**src/rtl/cpu_bus_pkg.sv**
```systemverilog
// Shared state type, timeout default and region ordering for the 68000 bus cycle controller.
package cpu_bus_pkg;

    typedef enum logic [2:0] {
        IDLE,
        SETTLE,
        WAIT,
        EXT,
        ACK,
        NOSEL,
        BERR,
        DRAIN
    } bus_state_t;

    localparam int unsigned BUS_TIMEOUT_DEFAULT = 1023;

    // Select ordering from the address translator; lower index wins.
    localparam int unsigned REGION_ROM   = 0;
    localparam int unsigned REGION_WORK  = 1;
    localparam int unsigned REGION_VRAM  = 2;
    localparam int unsigned REGION_PAL   = 3;
    localparam int unsigned REGION_IO    = 4;
    localparam int unsigned REGION_SOUND = 5;

    function automatic logic bus_start(input logic as_n, input logic [1:0] ds_n);
        return !as_n && !(&ds_n);
    endfunction

endpackage

```
**src/rtl/bus_region_prio_enc.sv**
```systemverilog
// Lowest-index-wins priority encoder over the active-low region selects.
module bus_region_prio_enc
    import cpu_bus_pkg::*;
#(
    parameter int unsigned NUM_REGIONS = 16,
    parameter int unsigned IDX_W       = $clog2(NUM_REGIONS)
) (
    input  logic [NUM_REGIONS-1:0] sel_n,
    output logic                   valid,
    output logic [IDX_W-1:0]       index
);

    // Scan from the top so the lowest asserted index is the last to write.
    always_comb begin
        valid = 1'b0;
        index = '0;
        for (int i = int'(NUM_REGIONS) - 1; i >= 0; i--) begin
            if (!sel_n[i]) begin
                valid = 1'b1;
                index = IDX_W'(i);
            end
        end
    end

endmodule

```
**src/rtl/cpu_bus_cycle_ctrl.sv**
```systemverilog
// Sequences each 68000 bus cycle: wait states or req/ack handshake, then DTACKn or BERRn.
// Optional statistics counters are enabled with CPU_BUS_STATS_EN.
module cpu_bus_cycle_ctrl
    import cpu_bus_pkg::*;
#(
    parameter int unsigned NUM_REGIONS = 16,
    parameter int unsigned WAIT_W      = 4,
    parameter int unsigned TIMEOUT_CYC = BUS_TIMEOUT_DEFAULT
) (
    input  logic                             clk,
    input  logic                             reset_n,
    input  logic                             ce_cpu,
    input  logic                             cpu_as_n,
    input  logic [1:0]                       cpu_ds_n,
    input  logic [NUM_REGIONS-1:0]           sel_n,
    input  logic [NUM_REGIONS*WAIT_W-1:0]    wait_cfg,
    input  logic [NUM_REGIONS-1:0]           ext_mask,
    output logic                             mem_req,
    input  logic                             mem_ack,
    output logic [$clog2(NUM_REGIONS)-1:0]   mem_region,
    output logic                             cpu_dtack_n,
    output logic                             cpu_berr_n,
    output logic                             busy
`ifdef CPU_BUS_STATS_EN
    ,
    output logic [31:0]                      stat_cycles,
    output logic [31:0]                      stat_wait_clks,
    output logic [15:0]                      stat_berr
`endif
);

    localparam int unsigned IDX_W  = $clog2(NUM_REGIONS);
    localparam int unsigned TCNT_W = $clog2(TIMEOUT_CYC + 1);
    localparam logic [TCNT_W-1:0] TCNT_LAST = TCNT_W'(TIMEOUT_CYC - 1);
    localparam logic [TCNT_W-1:0] TCNT_MAX  = {TCNT_W{1'b1}};

    bus_state_t          state_q, state_d;
    logic [WAIT_W-1:0]   wcnt_q, wcnt_d;
    logic [IDX_W-1:0]    region_q, region_d;
    logic [TCNT_W-1:0]   tcnt_q, tcnt_d;
    logic                req_q, req_d;
    logic                drain_berr_q, drain_berr_d;
    logic                dtack_n_q, berr_n_q;

    logic                enc_valid;
    logic [IDX_W-1:0]    enc_idx;
    logic [WAIT_W-1:0]   enc_wait;
    logic                enc_ext;
    logic                start;
    logic                ack_match;
    logic                timed_out;

    bus_region_prio_enc #(
        .NUM_REGIONS (NUM_REGIONS),
        .IDX_W       (IDX_W)
    ) u_prio_enc (
        .sel_n (sel_n),
        .valid (enc_valid),
        .index (enc_idx)
    );

    assign enc_wait  = wait_cfg[enc_idx*WAIT_W +: WAIT_W];
    assign enc_ext   = ext_mask[enc_idx];
    assign start     = bus_start(cpu_as_n, cpu_ds_n);
    assign ack_match = (mem_ack == req_q);
    assign timed_out = (tcnt_q >= TCNT_LAST);

    always_comb begin
        state_d      = state_q;
        wcnt_d       = wcnt_q;
        region_d     = region_q;
        req_d        = req_q;
        drain_berr_d = drain_berr_q;
        // Saturating so a long ACK/BERR hold never wraps back below the limit.
        tcnt_d       = (tcnt_q == TCNT_MAX) ? tcnt_q : tcnt_q + 1'b1;

        unique case (state_q)
            IDLE: begin
                tcnt_d = '0;
                if (start) begin
                    state_d = SETTLE;
                end
            end
            SETTLE: begin
                if (!enc_valid) begin
                    state_d = NOSEL;
                end else begin
                    region_d = enc_idx;
                    wcnt_d   = enc_wait;
                    if (enc_ext) begin
                        req_d   = ~req_q;
                        state_d = EXT;
                    end else if (enc_wait == '0) begin
                        state_d = ACK;
                    end else begin
                        state_d = WAIT;
                    end
                end
            end
            WAIT: begin
                if (cpu_as_n) begin
                    state_d = IDLE;
                end else if (timed_out) begin
                    state_d = BERR;
                end else if (ce_cpu) begin
                    if (wcnt_q == WAIT_W'(1)) begin
                        state_d = ACK;
                    end else begin
                        wcnt_d = wcnt_q - 1'b1;
                    end
                end
            end
            EXT: begin
                if (ack_match) begin
                    state_d = cpu_as_n ? IDLE : ACK;
                end else if (cpu_as_n) begin
                    drain_berr_d = 1'b0;
                    state_d      = DRAIN;
                end else if (timed_out) begin
                    drain_berr_d = 1'b1;
                    state_d      = DRAIN;
                end
            end
            DRAIN: begin
                if (ack_match) begin
                    state_d = drain_berr_q ? BERR : IDLE;
                end
            end
            NOSEL: begin
                if (cpu_as_n) begin
                    state_d = IDLE;
                end else if (timed_out) begin
                    state_d = BERR;
                end else if (enc_valid) begin
                    state_d = SETTLE;
                end
            end
            ACK: begin
                if (cpu_as_n) begin
                    state_d = IDLE;
                end
            end
            BERR: begin
                if (cpu_as_n) begin
                    state_d = IDLE;
                end
            end
            default: state_d = IDLE;
        endcase
    end

    always_ff @(posedge clk or negedge reset_n) begin
        if (!reset_n) begin
            state_q      <= IDLE;
            wcnt_q       <= '0;
            region_q     <= '0;
            tcnt_q       <= '0;
            req_q        <= 1'b0;
            drain_berr_q <= 1'b0;
            dtack_n_q    <= 1'b1;
            berr_n_q     <= 1'b1;
        end else begin
            state_q      <= state_d;
            wcnt_q       <= wcnt_d;
            region_q     <= region_d;
            tcnt_q       <= tcnt_d;
            req_q        <= req_d;
            drain_berr_q <= drain_berr_d;
            // Strobes follow the state one clk late and drop on the same edge AS is seen high.
            dtack_n_q    <= !((state_q == ACK) && !cpu_as_n);
            berr_n_q     <= !((state_q == BERR) && !cpu_as_n);
        end
    end

    assign mem_req     = req_q;
    assign mem_region  = region_q;
    assign cpu_dtack_n = dtack_n_q;
    assign cpu_berr_n  = berr_n_q;
    assign busy        = (state_q != IDLE);

`ifdef CPU_BUS_STATS_EN
    logic ack_entry;
    logic berr_entry;
    logic stall_clk;

    assign ack_entry  = (state_d == ACK) && (state_q != ACK);
    assign berr_entry = (state_d == BERR) && (state_q != BERR);
    assign stall_clk  = (state_q == WAIT) || (state_q == EXT) || (state_q == NOSEL);

    always_ff @(posedge clk or negedge reset_n) begin
        if (!reset_n) begin
            stat_cycles    <= '0;
            stat_wait_clks <= '0;
            stat_berr      <= '0;
        end else begin
            if (ack_entry) begin
                stat_cycles <= stat_cycles + 1'b1;
            end
            if (stall_clk) begin
                stat_wait_clks <= stat_wait_clks + 1'b1;
            end
            if (berr_entry) begin
                stat_berr <= stat_berr + 1'b1;
            end
        end
    end
`else
    // Statistics counters compiled out; bus behaviour is unchanged.
`endif

endmodule
```
**config.mk**
```make
export PLATFORM = sky130hd
export DESIGN_NAME = cpu_bus_cycle_ctrl
export DESIGN_NICKNAME = d
export VERILOG_FILES = /design/src/rtl/cpu_bus_pkg.sv /design/src/rtl/bus_region_prio_enc.sv /design/src/rtl/cpu_bus_cycle_ctrl.sv
export SDC_FILE = /design/constraint.sdc
export NUM_CORES = 1
export LEC_CHECK = 0
export ABC_AREA = 1
export BUFFER_PORTS_ARGS = -buffer_cell sky130_fd_sc_hd__buf_2
export CAP_MARGIN = 10
export CORE_MARGIN = 4
export CORE_UTILIZATION = 27
export CTS_BUF_LIST = sky130_fd_sc_hd__clkbuf_8 sky130_fd_sc_hd__clkbuf_16
export CTS_CLUSTER_DIAMETER = 50
export DETAILED_ROUTE_END_ITERATION = 16
export MAX_ROUTING_LAYER = met4
export SYNTH_ARGS = -nofsm -noshare
export SYNTH_HDL_FRONTEND = slang
export SYNTH_SLANG_ARGS = --single-unit
```
**constraint.sdc**
```tcl
create_clock -name clk -period 5.9 [get_ports clk]
set_input_delay 1.18 -clock clk [delete_from_list [all_inputs] [get_ports clk]]
set_output_delay 1.18 -clock clk [all_outputs]
set_load 0.1 [all_outputs]
```
Yosys cells after proc, flatten, opt, wreduce, memory -nomap -nowiden
Index checks and enable logic that the tools add are counted.
- equal/unequal tests: 23
- mux-type cells: 63
- reductions and logical operators: 19
- bitwise logic cells: 2
- order comparisons: 2
- shift operators: 1
- add/sub/neg operators: 2
- operators by type and width (kind ; count):
    4-bit two-way mux ; 21
    64-bit by 7-bit indexed part select with 4-bit output ; 1
    3-bit two-way mux ; 18
    3-bit one-hot mux with 7 select lines ; 1
    10-bit two-way mux ; 2
    1-bit two-way mux ; 19
    4-bit inequality test (second input constant) ; 4
    2-bit inequality test (second input constant) ; 7
    3-bit == test (second input constant) ; 4
    10-bit by 1-bit adder with 10-bit output (second input constant) ; 1
    10-bit == test (second input constant) ; 1
    10-bit >= comparator (second input constant) ; 1
    4-bit one-hot mux with 2 select lines ; 1
    7-bit AND reduction ; 1
    3-bit by 2-bit == test with 1-bit output (second input constant) ; 2
    3-bit AND reduction ; 2
    6-bit AND reduction ; 1
    4-bit by 5-bit < comparator with 1-bit output (second input constant) ; 1
    1-bit binary-select mux with 4-bit select ; 1
    4-bit by 1-bit == test with 1-bit output (second input constant) ; 1
    1-bit logical NOT ; 4
    4-bit logical NOT ; 1
    2-bit by 1-bit inequality test with 1-bit output (second input constant) ; 2
    2-bit AND reduction ; 2
    other kinds (9) ; 13
- logic and storage cells: 120
- register bits after elaboration: 25
- output and inout bits: 8

Depth between registers and ports, before layout
- depth after elaboration: 22
- gate-level depth with buffers: 29
- depth with buffers taken out: 28

Cells and area by module
Synthesis repeated with hierarchy kept, for this count alone.
- cell total of the unflattened synthesis: 441
- area total of the unflattened synthesis: 2572.5 um2
- modules (own cells, without submodules) (module ; times used ; cells an instance ; area an instance (um2) ; seq. area each (um2)):
    cpu_bus_cycle_ctrl ; 1 ; 403 ; 2407.3 ; 628.1
    bus_region_prio_enc ; 1 ; 38 ; 165.2 ; 0.0

Least setup slack after synthesis
OpenSTA, ideal clock, no wires.
- kind: input to register
- start point: input sel_n[15]
- end point: register state_q[1]
- setup slack: 2.970 ns
- arrival time: 2.813 ns
- cell stages on the path: 28
- buffers on the path: 2
- library setup time: 0.117 ns
- data required time: 5.783 ns
- cell sequence: inv_1 > nand2_1 > nand2_1 > nand2_1 > nand2_1 > nand2_1 > nand2_1 > nand2_1 > nand2_1 > nand2_1 > nand2_1 > nand2_1 > nand2_1 > nand2_2 > nand2_4 > buf_6 > buf_6 > nand3b_1 > nand3_1 > nand3_1 > nand3_1 > nand2_1 > nor2_2 > nand3_1 > nand2_1 > nand2_1 > nand2_1 > nand2_1
- word-level cells in the longest chain between the ends: 22
- elaborated cells on any way between the ends: 42
- ends and longest elaborated chain (what ; line ; text):
    start, declared ; cpu_bus_cycle_ctrl.sv:15 ; input logic [NUM_REGIONS-1:0] sel_n,
    4-bit two-way mux (16 in a row) ; bus_region_prio_enc.sv:18 ; if (!sel_n[i]) begin
    64-bit by 7-bit indexed part select with 4-bit output ; cpu_bus_cycle_ctrl.sv:62 ; assign enc_wait = wait_cfg[enc_idx*WAIT_W +: WAIT_W];
    4-bit logical NOT ; cpu_bus_cycle_ctrl.sv:93 ; end else if (enc_wait == '0) begin
    3-bit two-way mux ; cpu_bus_cycle_ctrl.sv:93 ;
    3-bit two-way mux ; cpu_bus_cycle_ctrl.sv:90 ; if (enc_ext) begin
    3-bit two-way mux ; cpu_bus_cycle_ctrl.sv:85 ; if (!enc_valid) begin
    3-bit one-hot mux with 7 select lines ; cpu_bus_cycle_ctrl.sv:77 ; unique case (state_q)
    end signal, assigned ; cpu_bus_cycle_ctrl.sv:163 ; state_q <= state_d;
    end, declared ; cpu_bus_cycle_ctrl.sv:37 ; bus_state_t state_q, state_d;
Parallel ways exist; a longest one is shown, timed or not. The select of a mux whose other input is x is not followed.
A chain may end at the register's enable or synchronous reset.

Worst setup path in the final report
- start point: register state_q[1]
- end point: output busy
- word-level cells in the longest chain between the ends: 1
- ends and longest elaborated chain (what ; line ; text):
    3-bit nonzero test ; cpu_bus_cycle_ctrl.sv:179 ; assign busy = (state_q != IDLE);
    end, declared ; cpu_bus_cycle_ctrl.sv:23 ; output logic busy
Every way passes these cells.

==> results.cfg <==
[status]
status = finished, final reports clean

[power]
powerDensity_nw_per_um2 = 273.9
finalPower_mw = 0.8699
p_int_mw = 0.4180
pwr-share-seq = 0.296
p_sw_frac = 0.5195
leakagePower_nw = 1.721
ir_worst_vdd_mv = 0.1068
combPwrFrac = 0.583
clkPwrFrac = 0.121
p_sw_mw = 0.4520

[logic_synthesis]
yosysMostFrequentCell = nand2_1
synth_top_area_share = 0.2275
yosys.area.top_type = dfrtp_1
synth.avg_cell_area_um2 = 6.096
yosys-top-cells-count = nand2_1 (118), nand3_1 (89), inv_1 (54)
synth_ff_type = dfrtp_1
synthCells = 415
seq_area_frac_synth = 0.2483
async_reset_ff_frac = 1.000
syn-cell-area_um2 = 2530
yosysWarningCount = 0
synth.distinct_cells = 34
synth_area_leaders = dfrtp_1 (23%), nand3_1 (18%), nand2_1 (18%)
synth-edff-count = 0
ys_ff_latch = 25
syn_nets = 522

[sta]
hold_violations = 0
fin_setup_tns_ps = 0
slew_headroom = 0.3686
finalSetupViolCount = 0
period_share = 0.5871
rsz0062_at_grt = no
hold_slack_ps = 498.5
finalMaxSlewViolations = 0
finalCriticalPeriod_ps = 3464
clock.fmax_mhz = 288.7
tightest_slew_ps = 939.9
final.setup_skew_ps = 3.308

[critical_path]
crit_type = flop to output port
cp_cell_sequence = nor3_1 > clkinv_1 > buf_2
crit_path_max_fanout = 9
cp-end-kind = output port
reg2reg_depth = 8
worstPathArrival_ps = 2280
start_kind = flop
slowest_delay_ps = 660
crit_required_ps = 4720
cpMaxStageDelayCell = nor3_1

[cts]
clkLatencyLatePin_ps = 270
cts_tree = built
clock_tree.buffer_depth = 2
htree_levels = 1
postCtsSetupBuffers = 0
cts.sinks = 25
clk_pin_slew_ps = 90
ctsHoldBuffers = 0
post_cts_resized = 0
cts_buffers = 3
clock-root-buffer = clkbuf_8

[worst_hold_path]
hold_class = flop to flop
whs_path_depth = 2

[floorplanning]
rows = 35
fp.dieW_um = 104.8
io_pins = 111
core_um2 = 9196
start_util = 0.2751
die_h_um = 104.8
die-area_um2 = 10980

[cells_and_area]
nets = 621
utilization = 0.3453
seqCellArea_um2 = 628.1
syn2layout_area_growth_pct = 25.52
fillCellCount = 1056
multi_input_area_um2 = 1577
finalNonFillerCells = 624
diodes = 0
drive_above_1_share = 0.2495

[detailed_routing]
drc = 0
drt-total-wl_um = 7900
vias = 3043
post_drt_via_cell_ratio = 4.877
drt-pass1-iter-count = 4
initialDrtViolationCount = 115
wl_per_cell_um = 12.66
drtAntennaViolNets = 0

[placed_design]
dp_hpwl_um = 6418
place.port_buffers = 110
globalplace.congestion = 0.9478
dp.cells = 620

[grt]
overflow = 0
grt_pass1_vias = 2964
grt.total_usage = 0.1426
antenna_found_initial = 0
grt_pass1_wl_um = 13240
grt_max_degree = 44

[job]
drv_cap = 0
## layer usage
metal  routed length [µm]  global-route usage  vias to the layer above  part of all wire
met2                 3899              0.2479                       86              0.49
met1                 3543              0.1848                     1386              0.45
li1                     -                   -                     1569                 -
met3                  429             0.01482                        2             0.054
met5                    0                   -                        -                 0
met4                   27             0.01687                        0            0.0034
## power groups by stage
stage | clock network (mW) | logic [mW] | registers [mW]
after global placement | 0 | 0.505 | 0.259
after CTS | 0.109 | 0.511 | 0.258
after global routing | 0.116 | 0.570 | 0.265
after floorplan | 0 | 0.311 | 0.331
after detailed placement | 0 | 0.508 | 0.260
final | 0.105 | 0.507 | 0.257
## registers in the layout, summed over array words and instances, names as in the netlist
register and count:
state_q 3, cpu_berr_n 1, mem_region 4, mem_req 1, cpu_dtack_n 1, drain_berr_q 1
tcnt_q 10, wcnt_q 4
## critical path: cells and delay by family (launching register included)
family	cells	cell delay (ps)
DFF	1	470
buffers and inverters	2	880
and+or+nand+nor	1	660
## per-stage QoR
stage                     worst slack [ps]  instance area, µm²
after floorplan                       2970                2530
after global placement                2234                3127
after detailed placement              2165                3127
after CTS                             2421                3176
after global routing                  2066                3176
final                                 2436                3176
## cell families (layout without fill, tap and decap cells)
logic type                 count (synthesis)  in the layout  synth area share
and+or+nand+nor                          261            261            0.4827
xor gates and xnor gates                   6              6           0.02078
buffers and inverters                     75            173            0.1286
AOI/OAI and AO/OA                         44             44           0.09990
DFF                                       25             25            0.2483
adders and majority gates                  4              4           0.01978
## worst paths after layout
check | from | to | slack (ps)
setup / recovery | state_q[1]$_DFFE_PN0P_ | busy | 2440
hold / removal | mem_region[0]$_DFFE_PN0P_ | mem_region[0]$_DFFE_PN0P_ | 500
setup reg to reg | state_q[1]$_DFFE_PN0P_ | state_q[0]$_DFFE_PN0P_ | 3290
hold reg to reg | mem_region[0]$_DFFE_PN0P_ | mem_region[0]$_DFFE_PN0P_ | 500
max in group asynchronous | reset_n | cpu_dtack_n$_DFF_PN1_ | 4640
min in group asynchronous | reset_n | tcnt_q[2]$_DFFE_PN0P_ | 890
## final cells by class
cell class,instances,area share
Multi-Input combinational cell,315,0.4965
Sequential cell,25,0.1978
Timing Repair Buffer,113,0.1805
Inverter,56,0.06619
Tap cell,111,0.04374
Clock buffer,3,0.01300
Clock inverter,1,0.002364
## placed cells by master (no fill, tap or decap), types with 2 or more instances in the layout
master,netlist,final
nand3b_1,15,15
nand2_1,118,118
a211oi_1,3,3
nor2_1,13,13
o21ai_0,16,16
nand2_4,2,2
a21oi_1,16,16
nand4_1,5,5
clkbuf_8,0,3
buf_4,4,3
ha_1,4,4
xnor2_1,3,3
nor2_2,2,2
xor2_1,3,3
dfstp_2,2,2
inv_1,54,54
o211ai_1,2,2
nand3_2,3,3
buf_2,5,110
dfrtp_1,23,23
nand3_1,89,89
o22ai_1,2,2
nor4_1,3,3
nor3_1,10,10
No activity file was read; power rests on OpenSTA's default activity.
